File: config.mk
export PLATFORM = sky130hd
export DESIGN_NAME = pipe_hazard_ctrl
export DESIGN_NICKNAME = d
export VERILOG_FILES = /design/src/rtl/pipe_hazard_ctrl.sv
export SDC_FILE = /design/constraint.sdc
export NUM_CORES = 1
export LEC_CHECK = 0
export BUFFER_PORTS_ARGS = -buffer_cell sky130_fd_sc_hd__buf_2
export CORE_MARGIN = 3
export CORE_UTILIZATION = 25
export DETAILED_ROUTE_END_ITERATION = 10
export GPL_TIMING_DRIVEN = 0
export HOLD_SLACK_MARGIN = 0.03
export PLACE_DENSITY = 0.4
export SYNTH_ARGS = -nofsm -noshare
export SYNTH_HDL_FRONTEND = slang
export SYNTH_SLANG_ARGS = --single-unit
File: constraint.sdc
create_clock -name clk_i -period 5.1 [get_ports clk_i]
set_input_delay 0 -clock clk_i [delete_from_list [all_inputs] [get_ports clk_i]]
set_output_delay 0 -clock clk_i [all_outputs]
set_load 0.01 [all_outputs]
File: src/rtl/pipe_hazard_ctrl.sv
// pipe_hazard_ctrl: five-stage pipeline sequencing controller and stall-cycle counter
// Ports:
//   clk_i, rst_n        clock (rising edge), asynchronous active-low reset
//   imem_ready_i        instruction memory holds valid data for the current PC
//   id_ex_memread_i     instruction in EX is a load
//   id_ex_rt_i          load destination register in EX
//   if_id_rs_i/rt_i     source fields of the instruction in ID
//   md_start_i          instruction in ID is a mult/div
//   branch_taken_i      taken branch resolved this cycle
//   stall_clr_i         synchronous clear of the stall counter
//   pc_write_o          PC load enable
//   ii_write_o          IF/ID write enable
//   if_id_flush_o       load NOP into IF/ID
//   id_ex_bubble_o      load zero control into ID/EX
//   md_busy_o           mult/div occupancy in progress
//   stall_cnt_o         saturating count of cycles with ii_write_o low
module pipe_hazard_ctrl #(
   parameter int unsigned MD_LATENCY = 32,
   parameter int unsigned CNT_W      = 16
) (
   input  logic             clk_i,
   input  logic             rst_n,
   input  logic             imem_ready_i,
   input  logic             id_ex_memread_i,
   input  logic [4:0]       id_ex_rt_i,
   input  logic [4:0]       if_id_rs_i,
   input  logic [4:0]       if_id_rt_i,
   input  logic             md_start_i,
   input  logic             branch_taken_i,
   input  logic             stall_clr_i,
   output logic             pc_write_o,
   output logic             ii_write_o,
   output logic             if_id_flush_o,
   output logic             id_ex_bubble_o,
   output logic             md_busy_o,
   output logic [CNT_W-1:0] stall_cnt_o
);
   typedef enum logic [1:0] {RUN, IMISS, MDBUSY} state_e;
   localparam logic [7:0] MD_LAT = 8'(MD_LATENCY);
   state_e           state_q, state_d;
   logic [7:0]       md_cnt_q, md_cnt_d;
   logic [CNT_W-1:0] stall_cnt_q;
   logic             pc_w, ii_w, flush, bubble, lu;
   assign lu = id_ex_memread_i & (id_ex_rt_i != 5'd0) &
               ((id_ex_rt_i == if_id_rs_i) | (id_ex_rt_i == if_id_rt_i));
   always_comb begin
      state_d  = state_q;
      md_cnt_d = md_cnt_q;
      pc_w     = 1'b1;
      ii_w     = 1'b1;
      flush    = 1'b0;
      bubble   = 1'b0;
      case (state_q)
         RUN: begin
            if (branch_taken_i) begin
               flush  = 1'b1;
               bubble = 1'b1;
            end else if (!imem_ready_i) begin
               {pc_w, ii_w, bubble} = 3'b001;
               state_d = IMISS;
            end else if (lu) begin
               {pc_w, ii_w, bubble} = 3'b001;
            end else if (md_start_i) begin
               state_d  = MDBUSY;
               md_cnt_d = MD_LAT;
            end
         end
         IMISS: begin
            if (branch_taken_i) begin
               flush  = 1'b1;
               bubble = 1'b1;
            end else if (!imem_ready_i) begin
               {pc_w, ii_w, bubble} = 3'b001;
            end
            state_d = imem_ready_i ? RUN : IMISS;
         end
         MDBUSY: begin
            {pc_w, ii_w, bubble} = 3'b001;
            // a branch here only squashes IF/ID; the occupancy countdown continues
            flush    = branch_taken_i;
            md_cnt_d = (md_cnt_q == 8'd1) ? 8'd0 : md_cnt_q - 8'd1;
            state_d  = (md_cnt_q == 8'd1) ? RUN : MDBUSY;
         end
         default: state_d = RUN;
      endcase
   end
   always_ff @(posedge clk_i or negedge rst_n) begin
      if (!rst_n) begin
         state_q     <= RUN;
         md_cnt_q    <= 8'd0;
         stall_cnt_q <= '0;
      end else begin
         state_q  <= state_d;
         md_cnt_q <= md_cnt_d;
         if (stall_clr_i)
            stall_cnt_q <= '0;
         else if (!ii_w && stall_cnt_q != '1)
            stall_cnt_q <= stall_cnt_q + 1'b1;
      end
   end
   assign pc_write_o     = rst_n & pc_w;
   assign ii_write_o     = rst_n & ii_w;
   assign if_id_flush_o  = rst_n & flush;
   assign id_ex_bubble_o = rst_n & bubble;
   assign md_busy_o      = rst_n & (state_q == MDBUSY);
   assign stall_cnt_o    = rst_n ? stall_cnt_q : '0;
endmodule

After elaboration in Yosys (flattened, before gate mapping)
Index checks and enable logic that the tools add are counted.
Widths: inputs -> output; s select.
{"block": "word_totals", "ff_bits": 26, "latch_bits": 0, "ramBits": 0, "mem_bits_ro": 0, "in_bits": 22, "out_inout_bits": 21, "elab_cells": 63, "memories": 0}
{"block": "op_classes", "n_addsub": 2, "mul": 0, "div_mod_pow": 0, "magnitude_cmp": 0, "eq_ne": 12, "n_shift": 0, "muxes": 30, "n_bitwise": 7, "reduce_logical": 9}
{"operator": "$mux 16", "count": 3}
{"operator": "$mux 8", "count": 5}
{"operator": "$add 16x1->16 const B", "count": 1}
{"operator": "$ne 16x16->1 const B", "count": 1}
{"operator": "$pmux 8 s2", "count": 1}
{"operator": "$mux 1", "count": 12}
{"operator": "$eq 5x5->1", "count": 2}
{"operator": "$mux 2", "count": 5}
{"operator": "$eq 8x1->1 const B", "count": 1}
{"operator": "$ne 2x2->1 const B", "count": 4}
{"operator": "$sub 8x1->8 const B", "count": 1}
{"operator": "$and 1x1->1", "count": 6}
{"operator": "$ne 3x3->1 const B", "count": 2}
{"operator": "$pmux 1 s3", "count": 2}
{"operator": "$pmux 2 s3", "count": 1}
{"operator": "$reduce_and 5->1", "count": 1}
{"operator": "$reduce_bool 5->1", "count": 1}
{"operator": "$reduce_bool 2->1", "count": 2}
{"operator": "$reduce_and 3->1", "count": 1}
{"operator": "$eq 2x1->1 const B", "count": 1}
{"operator": "$eq 2x2->1 const B", "count": 1}
{"operator": "$logic_not 2->1", "count": 1}
{"operator": "$pmux 1 s2", "count": 1}
{"operator": "$reduce_or 2->1", "count": 1}
{"operator": "other kinds (3)", "count": 3}

Longest topological paths before layout
Gate-level depths: netlist (run 1).
{"block": "depth", "depth_word": 11, "depth_mapped": 8, "ltp_nobuf": 6}

Worst setup path after synthesis (run 1)
Ideal clock, no wire load.
{"block": "synth_path", "kind": "register to register", "from": "register stall_cnt_q[0]", "to": "register stall_cnt_q[13]", "setup_time_ns": 0.078, "arrival_ns": 2.050, "required_ns": 5.022, "slack_ns": 2.972, "stages_incl_launch_ff": 7, "n_path_buf": 0, "period_less_slack_ns": 2.128, "path_cell_list": "dfrtp_1 ha_1 and3_1 a2111o_1 o21ba_4 or4_1 a21oi_1"}
{"block": "synth_between", "elab_chain_len": 3, "word_cells_on_any_way": 6, "cone_classes": "1 x add/sub; 1 x eq/ne; 2 x mux; 2 x reduce/logical"}
{"item": "start: declaration", "line": "42", "source": "logic [CNT_W-1:0] stall_cnt_q;"}
{"item": "start signal: assignment", "line": "98", "source": "stall_cnt_q <= stall_cnt_q + 1'b1;"}
{"item": "$add 16x1->16 or $ne 16x16->1 (tied branches)", "line": "98, 97"}
{"item": "$mux 16 or $logic_and 1x1->1 (tied branches)", "line": "97", "source": "else if (!ii_w && stall_cnt_q != '1)"}
{"item": "$mux 16 or $reduce_bool 2->1 (tied branches)"}
Parallel ways exist; a longest one is shown, timed or not. The select of a mux whose other input is x is not followed.
A chain may end at the register's enable or synchronous reset.

Worst setup path in the final report (run 1)
Ends and elaborated chain as after synthesis.

==> results of run 1 <==
## layout by cell type (no fill, tap or decap), types with 4 or more instances in the layout
cell / n
nand2_1: 15
clkbuf_1: 5
a21oi_1: 18
clkbuf_8: 4
dfrtp_1: 26
nor3_1: 5
or4_1: 8
nor2_1: 12
inv_1: 4
or3_1: 8
o21ai_0: 17
buf_2: 42
nand3_1: 9
and2_1: 17
xor2_1: 12
o31ai_1: 9
## cell families (layout without fill, tap and decap cells)
logic type               count (synthesis)  after routing  share of synthesized area
AND/OR/NAND/NOR                         88             88                      0.284
flip-flops                              26             26                      0.379
buffers and inverters                   13             61                     0.0357
adder cells (fa/ha/maj)                  3              3                     0.0219
AO/OA/AOI/OAI                           56             56                      0.206
XOR/XNOR                                12             12                     0.0612
multiplexers                             2              2                     0.0124
## sequential cells by signal (all words and copies together), names as in the netlist
signal       cells
md_cnt_q         8
stall_cnt_q     16
state_q          2
## worst max-delay path by stage
stage / start / cells after the start / slack (ns) / to
floorplan: stall_cnt_q[0]$_DFFE_PN0P_ / 6 / 2.97 / stall_cnt_q[13]$_DFFE_PN0P_
global placement: stall_cnt_q[0]$_DFFE_PN0P_ / 6 / 2.77 / stall_cnt_q[13]$_DFFE_PN0P_
detailed placement: stall_cnt_q[0]$_DFFE_PN0P_ / 6 / 2.79 / stall_cnt_q[13]$_DFFE_PN0P_
CTS: stall_cnt_q[0]$_DFFE_PN0P_ / 6 / 2.75 / stall_cnt_q[13]$_DFFE_PN0P_
global route: stall_cnt_q[0]$_DFFE_PN0P_ / 6 / 2.65 / stall_cnt_q[11]$_DFFE_PN0P_
finish: stall_cnt_q[0]$_DFFE_PN0P_ / 6 / 2.79 / stall_cnt_q[13]$_DFFE_PN0P_
## where the power goes
| part | leakage [nW] | internal, W | switching [W] | total, W |
|---|---|---|---|---|
| sequential | 0.350 | 0.000244 | 0.0000428 | 0.000287 |
| clock | 0.0288 | 0.0000692 | 0.0000691 | 0.000138 |
| combinational | 0.553 | 0.000119 | 0.000171 | 0.000290 |
## metrics by stage
step	hold slack, ns	power [W]
after CTS	0.0645	0.000730
after detailed placement	0.0858	0.000580
after global routing	0.108	0.000785
after floorplan	-0.296	0.000487
after global placement	0.0852	0.000582
final	0.0716	0.000715
## metal layers
layer,vias to the layer above,track usage,part of all wire
met4,0,0.0165,0.0055
met3,5,0.0261,0.036
met2,25,0.199,0.47
li1,832,-,-
met5,-,0,0
met1,736,0.171,0.49
## final cells by class
| class | count | area [sq um] | share of cell area |
|---|---|---|---|
| multi-input cells | 161 | 1000 | 0.478 |
| plain buffers | 9 | 46.3 | 0.0220 |
| clock buffers | 4 | 55.1 | 0.0262 |
| repair buffers | 44 | 235 | 0.112 |
| inverters | 4 | 15.0 | 0.00714 |
| well taps | 77 | 96.3 | 0.0458 |
| flip-flops and latches | 26 | 651 | 0.309 |
## critical path, cell delays in order (launching register included)
cell and delay, ns:
dfrtp_1 0.46, ha_1 0.30, and3_1 0.22, a2111o_1 0.38, o21ba_4 0.23, or4_1 0.50
a21oi_1 0.15
## repair_timing
action | 4_1_cts | 5_1_grt
endpoints found under the hold margin | 27 | 0
hold buffers | 3 | 0
setup buffers | 0 | 0
==> out/metrics.cfg, run 1 <==
[timing]
tightest_slew_ns = 0.936
finalHoldViolCount = 0
rsz0062_at_grt = no
period_needed_ns = 2.31
max_freq_ghz = 0.432
setup_tns_ns = 0
fin_crit_sh = 0.454
final.setup.worst_slack_ns = 2.79
setup_viol = 0
relSlewSlack = 0.371
finalClockSkew_ns = 0.00626
slew_violations = 0

[logic_synthesis]
ys_types = 40
synthTopCellsByCount = dfrtp_1, a21oi_1, and2_1, o21ai_0, nand2_1
synth_seq_cells = 26
ys.flop_type = dfrtp_1
async_flop_share = 1.00
synth_top_area_cell = dfrtp_1
ys_seq_area_frac = 0.379
yosys.cell_count.top_type = dfrtp_1
synth-warning-count = 0
syn_avg_cell_area_sq_um = 8.58
synth_edf_count = 0
synth_top_area_frac = 0.379
netlist_area_sq_mm = 0.00172
synthTopCellsByArea = dfrtp_1, and2_1, xor2_1
synth_fp_nets = 225
syn_inst = 200

[power]
ir_worst_vdd_v = 0.0000936
p_leak_nw = 0.932
pwr_density_cell_mw_per_mm2 = 340

[global_routing]
globalRoute.totalOverflow = 0
grt_pass1_wl_mm = 7.67
antenna_found_initial = 0
grt_max_degree = 29
grt_usage = 0.122
first_global_vias = 1572

[finish]
final_design_area_no_fill_sq_mm = 0.00210
nFillCells = 702
area_delta_synth_final_pct = 22.5
fin_util = 0.324
diodes = 0
layout-drive-gt1-share = 0.218
final_cells = 325
fin_nets = 274

[cts]
cts_tree = done
clk_pin_slew_worst_paths_ns = 0.10
ctsResizeCount = 0
cts_inserted_buffers = 3
clk_latency_ns = 0.27
htreeDepth = 1
clockBufferDepth = 2
clock_sinks = 26
cts_root_buf = clkbuf_8

[place]
place.gp.congestion = 0.733
portBuffers = 41
dpl_cell_area_sq_mm = 0.00202
hpwl_mm = 3.38
placed_cells = 318
pre_cts_ws_ns = 2.79

[run_status]
status = completed

[worst_setup_path]
reg2reg_slack_ns = 2.79
r2r-end = stall_cnt_q[13]$_DFFE_PN0P_
critPathMaxFanout = 7
arrival_ns = 2.51
required_ns = 5.30
crit_type = reg2reg
cp-end-kind = flip-flop
critPathLaunchType = flip-flop
worstReg2RegStart = stall_cnt_q[0]$_DFFE_PN0P_
reg2regPathDepth = 6

[routing]
dr_total_vias = 1598
dr.pass1.iters = 4
viasPerCell = 4.92
route.detailed.drc = 0
ant_nets = 0
wl_mm = 4.53
drt_iter0_drc = 47
wl_per_cell_um = 13.9

[floorplan]
initial_core_util = 0.264
rows = 29
dieArea_sq_mm = 0.00790
die_h_um = 88.9
die_w_um = 88.9
core_sq_mm = 0.00649
io_pins = 43

[hold_path]
min_path_cells = 4
hold_end = state_q[1]$_DFFE_PN0P_
min-delay-start = md_start_i
worstHoldPathType = in2reg

[flow_run]
cap_violations = 0

Power figures use the tool's default switching activity.
==> run 2: changes to the inputs <==
--- a/config.mk
+++ b/config.mk
@@ -11,7 +11,7 @@
 export DETAILED_ROUTE_END_ITERATION = 10
 export GPL_TIMING_DRIVEN = 0
 export HOLD_SLACK_MARGIN = 0.03
-export PLACE_DENSITY = 0.4
+export PLACE_DENSITY = 0.41
 export SYNTH_ARGS = -nofsm -noshare
 export SYNTH_HDL_FRONTEND = slang
 export SYNTH_SLANG_ARGS = --single-unit
==> constraint.sdc (replaced) <==
create_clock -name clk_i -period 2 [get_ports clk_i]
set_input_delay 0 -clock clk_i [delete_from_list [all_inputs] [get_ports clk_i]]
set_output_delay 0 -clock clk_i [all_outputs]
set_load 0.01 [all_outputs]
==> out/metrics.cfg, run 2 (synthesized netlist as in run 1, its figures left out) <==
[run_status]
status = complete, but fails checks
violations = negative setup slack

[cts]
clk_latency_ns = 0.28  ; about the same
cts_root_buf = clkbuf_8
clock_sinks = 26  ; unchanged
cts_inserted_buffers = 3  ; unchanged
clk_pin_slew_worst_paths_ns = 0.11  ; about the same
htreeDepth = 1  ; unchanged
cts_tree = done
clockBufferDepth = 2  ; unchanged

[place]
portBuffers = 41  ; unchanged
hpwl_mm = 3.47  ; +2.7%
place.gp.congestion = 0.760  ; +3.7%
pre_cts_ws_ns = -0.263  ; -3.06 ns

[global_routing]
globalRoute.totalOverflow = 0  ; unchanged
grt_usage = 0.128  ; +0.00535
grt_max_degree = 29  ; unchanged
grt_pass1_wl_mm = 7.96  ; +3.7%
first_global_vias = 1646  ; +4.7%
antenna_found_initial = 0  ; unchanged

[floorplan]
core_sq_mm = 0.00649  ; unchanged
dieArea_sq_mm = 0.00790  ; unchanged
die_w_um = 88.9  ; unchanged
rows = 29  ; unchanged
io_pins = 43  ; unchanged
die_h_um = 88.9  ; unchanged
initial_core_util = 0.264  ; unchanged

[finish]
layout-drive-gt1-share = 0.330  ; +0.112
area_delta_synth_final_pct = 34.6
reg_top3 = stall_cnt_q (16), md_cnt_q (8), state_q (2)
diodes = 0  ; unchanged
final_cell_mix = buf_2, dfrtp_1, and2_1
nFillCells = 699  ; -0.43%
fin_nets = 287  ; +4.7%
fin_util = 0.356  ; +0.0320
final_common_cell = buf_2
top_register = stall_cnt_q
largest_register_ffs = 16  ; unchanged

[routing]
dr_total_vias = 1700  ; +6.4%
dr.pass1.iters = 4  ; unchanged
ant_nets = 0  ; unchanged
route.detailed.drc = 0  ; unchanged
drt_iter0_drc = 52  ; +11%
wl_mm = 4.93  ; +8.7%
viasPerCell = 5.03  ; +2.3%
wl_per_cell_um = 14.6  ; +4.5%

[power]
ir_worst_vdd_v = 0.000281  ; +200%
pwr_density_cell_mw_per_mm2 = 869  ; +160%
p_leak_nw = 1.02  ; +9.3%

[worst_setup_path]
worstReg2RegStart = stall_cnt_q[5]$_DFFE_PN0P_
critPathMaxFanout = 7  ; unchanged
cp.depth = 6  ; unchanged
reg2regPathDepth = 6  ; unchanged
crit_type = reg2reg
required_ns = 2.22  ; -3.08 ns
crit_slowest_cell = or4_4
critPathMaxStageDelay_ns = 0.52  ; +0.02 ns
arrival_ns = 2.35  ; -0.16 ns
timing.critical_path.to = stall_cnt_q[13]$_DFFE_PN0P_
crit_chain = and4_4 -> and3_4 -> a2111o_1 -> o21ba_4 -> or4_4 -> a21oi_2
path_delay_family = simple AND/OR/NAND/NOR gates
cp-end-kind = flip-flop
critPathLaunchType = flip-flop
path_buf_inv = 0  ; unchanged
reg2reg_slack_ns = -0.13  ; -2.91 ns
r2r-end = stall_cnt_q[13]$_DFFE_PN0P_
crit_start = stall_cnt_q[5]$_DFFE_PN0P_

[timing]
finalClockSkew_ns = 0.00935  ; +0.00309 ns
slew_violations = 0  ; unchanged
finalHoldViolCount = 0  ; unchanged
rsz0062_at_grt = yes
fin_crit_sh = 1.06  ; +0.610
relSlewSlack = 0.595  ; +0.224
period_needed_ns = 2.13  ; -0.187 ns
final.setup.worst_slack_ns = -0.128  ; -2.91 ns
max_freq_ghz = 0.470  ; +8.8%
tightest_slew_ns = 0.605  ; -0.331 ns
setup_viol = 12  ; +12

[hold_path]
worstHoldPathType = in2reg

[flow_run]
cap_violations = 0  ; unchanged

## run 2: cell types whose count changed in the layout (fill, tap and decap cells not counted), sizes merged
cell | before | now
buf | 45 | 59
bufinv | 0 | 1
clkbuf | 9 | 7
## run 2: metal layers
metal,up-vias,global-route usage,part of all wire
li1,850,-,-
met1,828,0.176,0.48
met2,20,0.214,0.49
met3,2,0.0261,0.031
met4,0,0.0124,0.0024
met5,-,0,0
## run 2: worst register-to-register path, cell delays in order, from the launching register on
cell	delay, ns
dfrtp_1	0.40
and4_4	0.19
and3_4	0.19
a2111o_1	0.41
o21ba_4	0.24
or4_4	0.52
a21oi_2	0.12
## run 2: power breakdown
part	total [W]	internal, W	switching [W]
Clock	0.000459	0.000268	0.000191
Sequential	0.000764	0.000624	0.000140
Combinational	0.000784	0.000337	0.000446
## run 2: how the worst min path moves through the flow
stage                     from                 endpoint  slack [ns]  cells after the start
floorplan                rst_n  md_cnt_q[0]$_DFFE_PN0P_       -0.30                      0
global placement         rst_n  md_cnt_q[6]$_DFFE_PN0P_        0.08                      1
detailed placement       rst_n  md_cnt_q[6]$_DFFE_PN0P_        0.07                      1
CTS                 md_start_i   state_q[1]$_DFFE_PN0P_        0.06                      4
global route        md_start_i   state_q[1]$_DFFE_PN0P_        0.11                      4
finish              md_start_i   state_q[1]$_DFFE_PN0P_        0.08                      4
## run 2: cell type report
| type | count | area, sq um | area share |
|---|---|---|---|
| plain buffers | 7 | 38.8 | 0.0168 |
| flip-flops and latches | 26 | 654 | 0.283 |
| well taps | 77 | 96.3 | 0.0417 |
| inverters | 4 | 15.0 | 0.00650 |
| clock inverters | 1 | 30.0 | 0.0130 |
| clock buffers | 3 | 41.3 | 0.0179 |
| multi-input cells | 161 | 1080 | 0.469 |
| repair buffers | 59 | 350 | 0.152 |
## run 2: repair_timing
item	4_1_cts	5_1_grt
gates resized for setup	8	11
pin swaps	4	3
setup buffers	14	1
hold endpoints to repair	27	0
hold buffers	3	0
endpoints found under the setup margin	20	26
## run 2: metrics by stage
step                      total power [W]  hold WS, ns  instance area (sq um)  setup TNS [ns]  std cells
final                             0.00201       0.0758                   2310           -1.01        338
after global routing              0.00218        0.106                   2310           -1.95        338
after CTS                         0.00204       0.0646                   2270           -1.14        339
after detailed placement          0.00149       0.0749                   2030           -2.65        318
after global placement            0.00149       0.0815                   2030           -2.86        318
after floorplan                   0.00124       -0.296                   1720          -0.220        200
==> run 3: changes to the inputs <==
--- a/config.mk
+++ b/config.mk
@@ -11,7 +11,7 @@
 export DETAILED_ROUTE_END_ITERATION = 10
 export GPL_TIMING_DRIVEN = 0
 export HOLD_SLACK_MARGIN = 0.03
-export PLACE_DENSITY = 0.41
+export PLACE_DENSITY = 0.43
 export SYNTH_ARGS = -nofsm -noshare
 export SYNTH_HDL_FRONTEND = slang
 export SYNTH_SLANG_ARGS = --single-unit
==> out/metrics.cfg, run 3 (synthesized netlist as in run 1, its figures left out) <==
[finish]
top_register = stall_cnt_q
layout-drive-gt1-share = 0.333  ; +0.00383
seqCellArea_sq_um = 654  ; unchanged
reg_top3 = stall_cnt_q (16), md_cnt_q (8), state_q (2)
largest_register_ffs = 16  ; unchanged
nFillCells = 696  ; -0.43%
fin_nets = 285  ; -0.70%
multi_input_area_sq_mm = 0.00111  ; +2.0%
diodes = 0  ; unchanged
final_common_cell = buf_2
area_delta_synth_final_pct = 33.4
final_cell_mix = buf_2, dfrtp_1, and2_1
final_design_area_no_fill_sq_mm = 0.00229  ; -0.92%
fin_util = 0.353  ; -0.00328

[floorplan]
die_w_um = 88.9  ; unchanged
dieArea_sq_mm = 0.00790  ; unchanged
core_sq_mm = 0.00649  ; unchanged
initial_core_util = 0.264  ; unchanged
io_pins = 43  ; unchanged
rows = 29  ; unchanged
die_h_um = 88.9  ; unchanged

[global_routing]
globalRoute.totalOverflow = 0  ; unchanged
first_global_vias = 1657  ; +0.67%
antenna_found_initial = 0  ; unchanged
grt_max_degree = 29  ; unchanged
grt_pass1_wl_mm = 8.20  ; +3.1%
grt_usage = 0.131  ; +0.00367

[cts]
clockBufferDepth = 2  ; unchanged
clock_sinks = 26  ; unchanged
clk_latency_ns = 0.27  ; about the same
cts_inserted_buffers = 3  ; unchanged
htreeDepth = 1  ; unchanged
cts_tree = done
cts_root_buf = clkbuf_8
clk_pin_slew_worst_paths_ns = 0.10  ; about the same

[routing]
wl_per_cell_um = 14.6  ; +0.28%
dr.pass1.iters = 4  ; unchanged
wl_mm = 4.90  ; -0.61%
drt_iter0_drc = 45  ; -13%
dr_total_vias = 1673  ; -1.6%
viasPerCell = 4.99  ; -0.71%
ant_nets = 0  ; unchanged
route.detailed.drc = 0  ; unchanged

[timing]
setup_viol = 12  ; unchanged
rsz0062_at_grt = yes
relSlewSlack = 0.344  ; -0.250
finalClockSkew_ns = 0.00165  ; -0.00770 ns
finalHoldViolCount = 0  ; unchanged
period_needed_ns = 2.13  ; -0.000782 ns
fin_crit_sh = 1.06  ; about the same
whs_ns = 0.0621  ; -0.0138 ns
slew_violations = 0  ; unchanged
tightest_slew_ns = 0.975  ; +0.371 ns
final.setup.worst_slack_ns = -0.127  ; +0.000782 ns
max_freq_ghz = 0.470  ; about the same

[power]
sw_frac_of_total = 0.411  ; +0.0235
switchingPower_w = 0.000774  ; -0.38%
p_clk_frac = 0.168  ; -0.061
ir_worst_vdd_v = 0.000254  ; -9.5%
sequentialPowerShare = 0.403  ; +0.022
internal_power_w = 0.00111  ; -9.7%
power_w = 0.00189  ; -6.1%
pwr_density_cell_mw_per_mm2 = 824  ; -5.2%
p_leak_nw = 0.994  ; -2.5%
pwr-share-comb = 0.429  ; +0.038

[worst_setup_path]
required_ns = 2.21  ; about the same
critPathLaunchType = flip-flop
cp-end-kind = flip-flop
reg2reg_slack_ns = -0.13  ; about the same
arrival_ns = 2.33  ; -0.02 ns
crit_type = reg2reg
reg2regPathDepth = 6  ; unchanged
r2r-end = stall_cnt_q[9]$_DFFE_PN0P_
critPathMaxFanout = 8  ; +1
worstReg2RegStart = stall_cnt_q[0]$_DFFE_PN0P_

[place]
hpwl_mm = 3.37  ; -2.9%
dpl_cell_area_sq_mm = 0.00203  ; unchanged
portBuffers = 41  ; unchanged
place.gp.congestion = 0.763  ; +0.49%

[flow_run]
cap_violations = 0  ; unchanged

[hold_path]
worstHoldPathType = in2reg
min-delay-start = md_start_i
hold_end = state_q[1]$_DFFE_PN0P_
min_path_cells = 4  ; unchanged

[run_status]
status = complete, but fails checks
violations = negative setup slack

run 3: layout make-up:
| type | count | share of cell area |
|---|---|---|
| Multi-Input combinational cell | 161 | 0.483 |
| Sequential cell | 26 | 0.286 |
| Timing Repair Buffer | 57 | 0.146 |
| Tap cell | 77 | 0.0421 |
| Clock buffer | 3 | 0.0180 |
| Buffer | 7 | 0.0180 |
| Inverter | 4 | 0.00656 |
run 3: critical path, stage by stage, from the launching register on:
cell      delay [ns]
dfrtp_2         0.44
ha_4            0.17
and3_4          0.18
a2111o_1        0.41
o21ba_4         0.24
or4_4           0.49
a21oi_2         0.13
run 3: what timing repair did:
action	CTS	global route
hold buffers	3	0
setup endpoints to repair	21	25
endpoints found under the hold margin	27	0
buffers inserted	12	0
resized for setup	10	19
gates cloned	1	0
pin swaps	5	2
run 3: power by group through the flow:
stage                     Combinational [W]  Sequential (W)  Clock (W)
after global placement             0.000736        0.000739          0
after CTS                          0.000823        0.000739   0.000332
after global routing               0.000929        0.000783   0.000350
after floorplan                    0.000532        0.000711          0
final                              0.000809        0.000760   0.000316
after detailed placement           0.000743        0.000741          0
run 3: how the worst max path moves through the flow:
stage / startpoint / to / slack [ns]
finish: stall_cnt_q[0]$_DFFE_PN0P_ / stall_cnt_q[9]$_DFFE_PN0P_ / -0.13
global route: stall_cnt_q[0]$_DFFE_PN0P_ / stall_cnt_q[11]$_DFFE_PN0P_ / -0.19
CTS: stall_cnt_q[1]$_DFFE_PN0P_ / stall_cnt_q[11]$_DFFE_PN0P_ / -0.11
detailed placement: md_cnt_q[2]$_DFFE_PN0P_ / md_cnt_q[7]$_DFFE_PN0P_ / -0.28
global placement: stall_cnt_q[3]$_DFFE_PN0P_ / stall_cnt_q[13]$_DFFE_PN0P_ / -0.23
floorplan: stall_cnt_q[9]$_DFFE_PN0P_ / stall_cnt_q[13]$_DFFE_PN0P_ / -0.07
run 3: stage by stage:
step / setup slack, ns / TNS (ns) / std cells
after floorplan: -0.0715 / -0.220 / 200
after global placement: -0.230 / -2.48 / 318
after detailed placement: -0.283 / -3.09 / 318
after CTS: -0.109 / -0.920 / 337
after global routing: -0.185 / -1.91 / 335
final: -0.127 / -1.09 / 335
run 3: metal layers:
| metal | share of wire | GRT usage | vias to the layer above |
|---|---|---|---|
| li1 | - | - | 845 |
| met1 | 0.47 | 0.176 | 809 |
| met2 | 0.50 | 0.222 | 17 |
| met3 | 0.021 | 0.0251 | 2 |
| met4 | 0.0016 | 0.0234 | 0 |
| met5 | 0 | 0 | - |
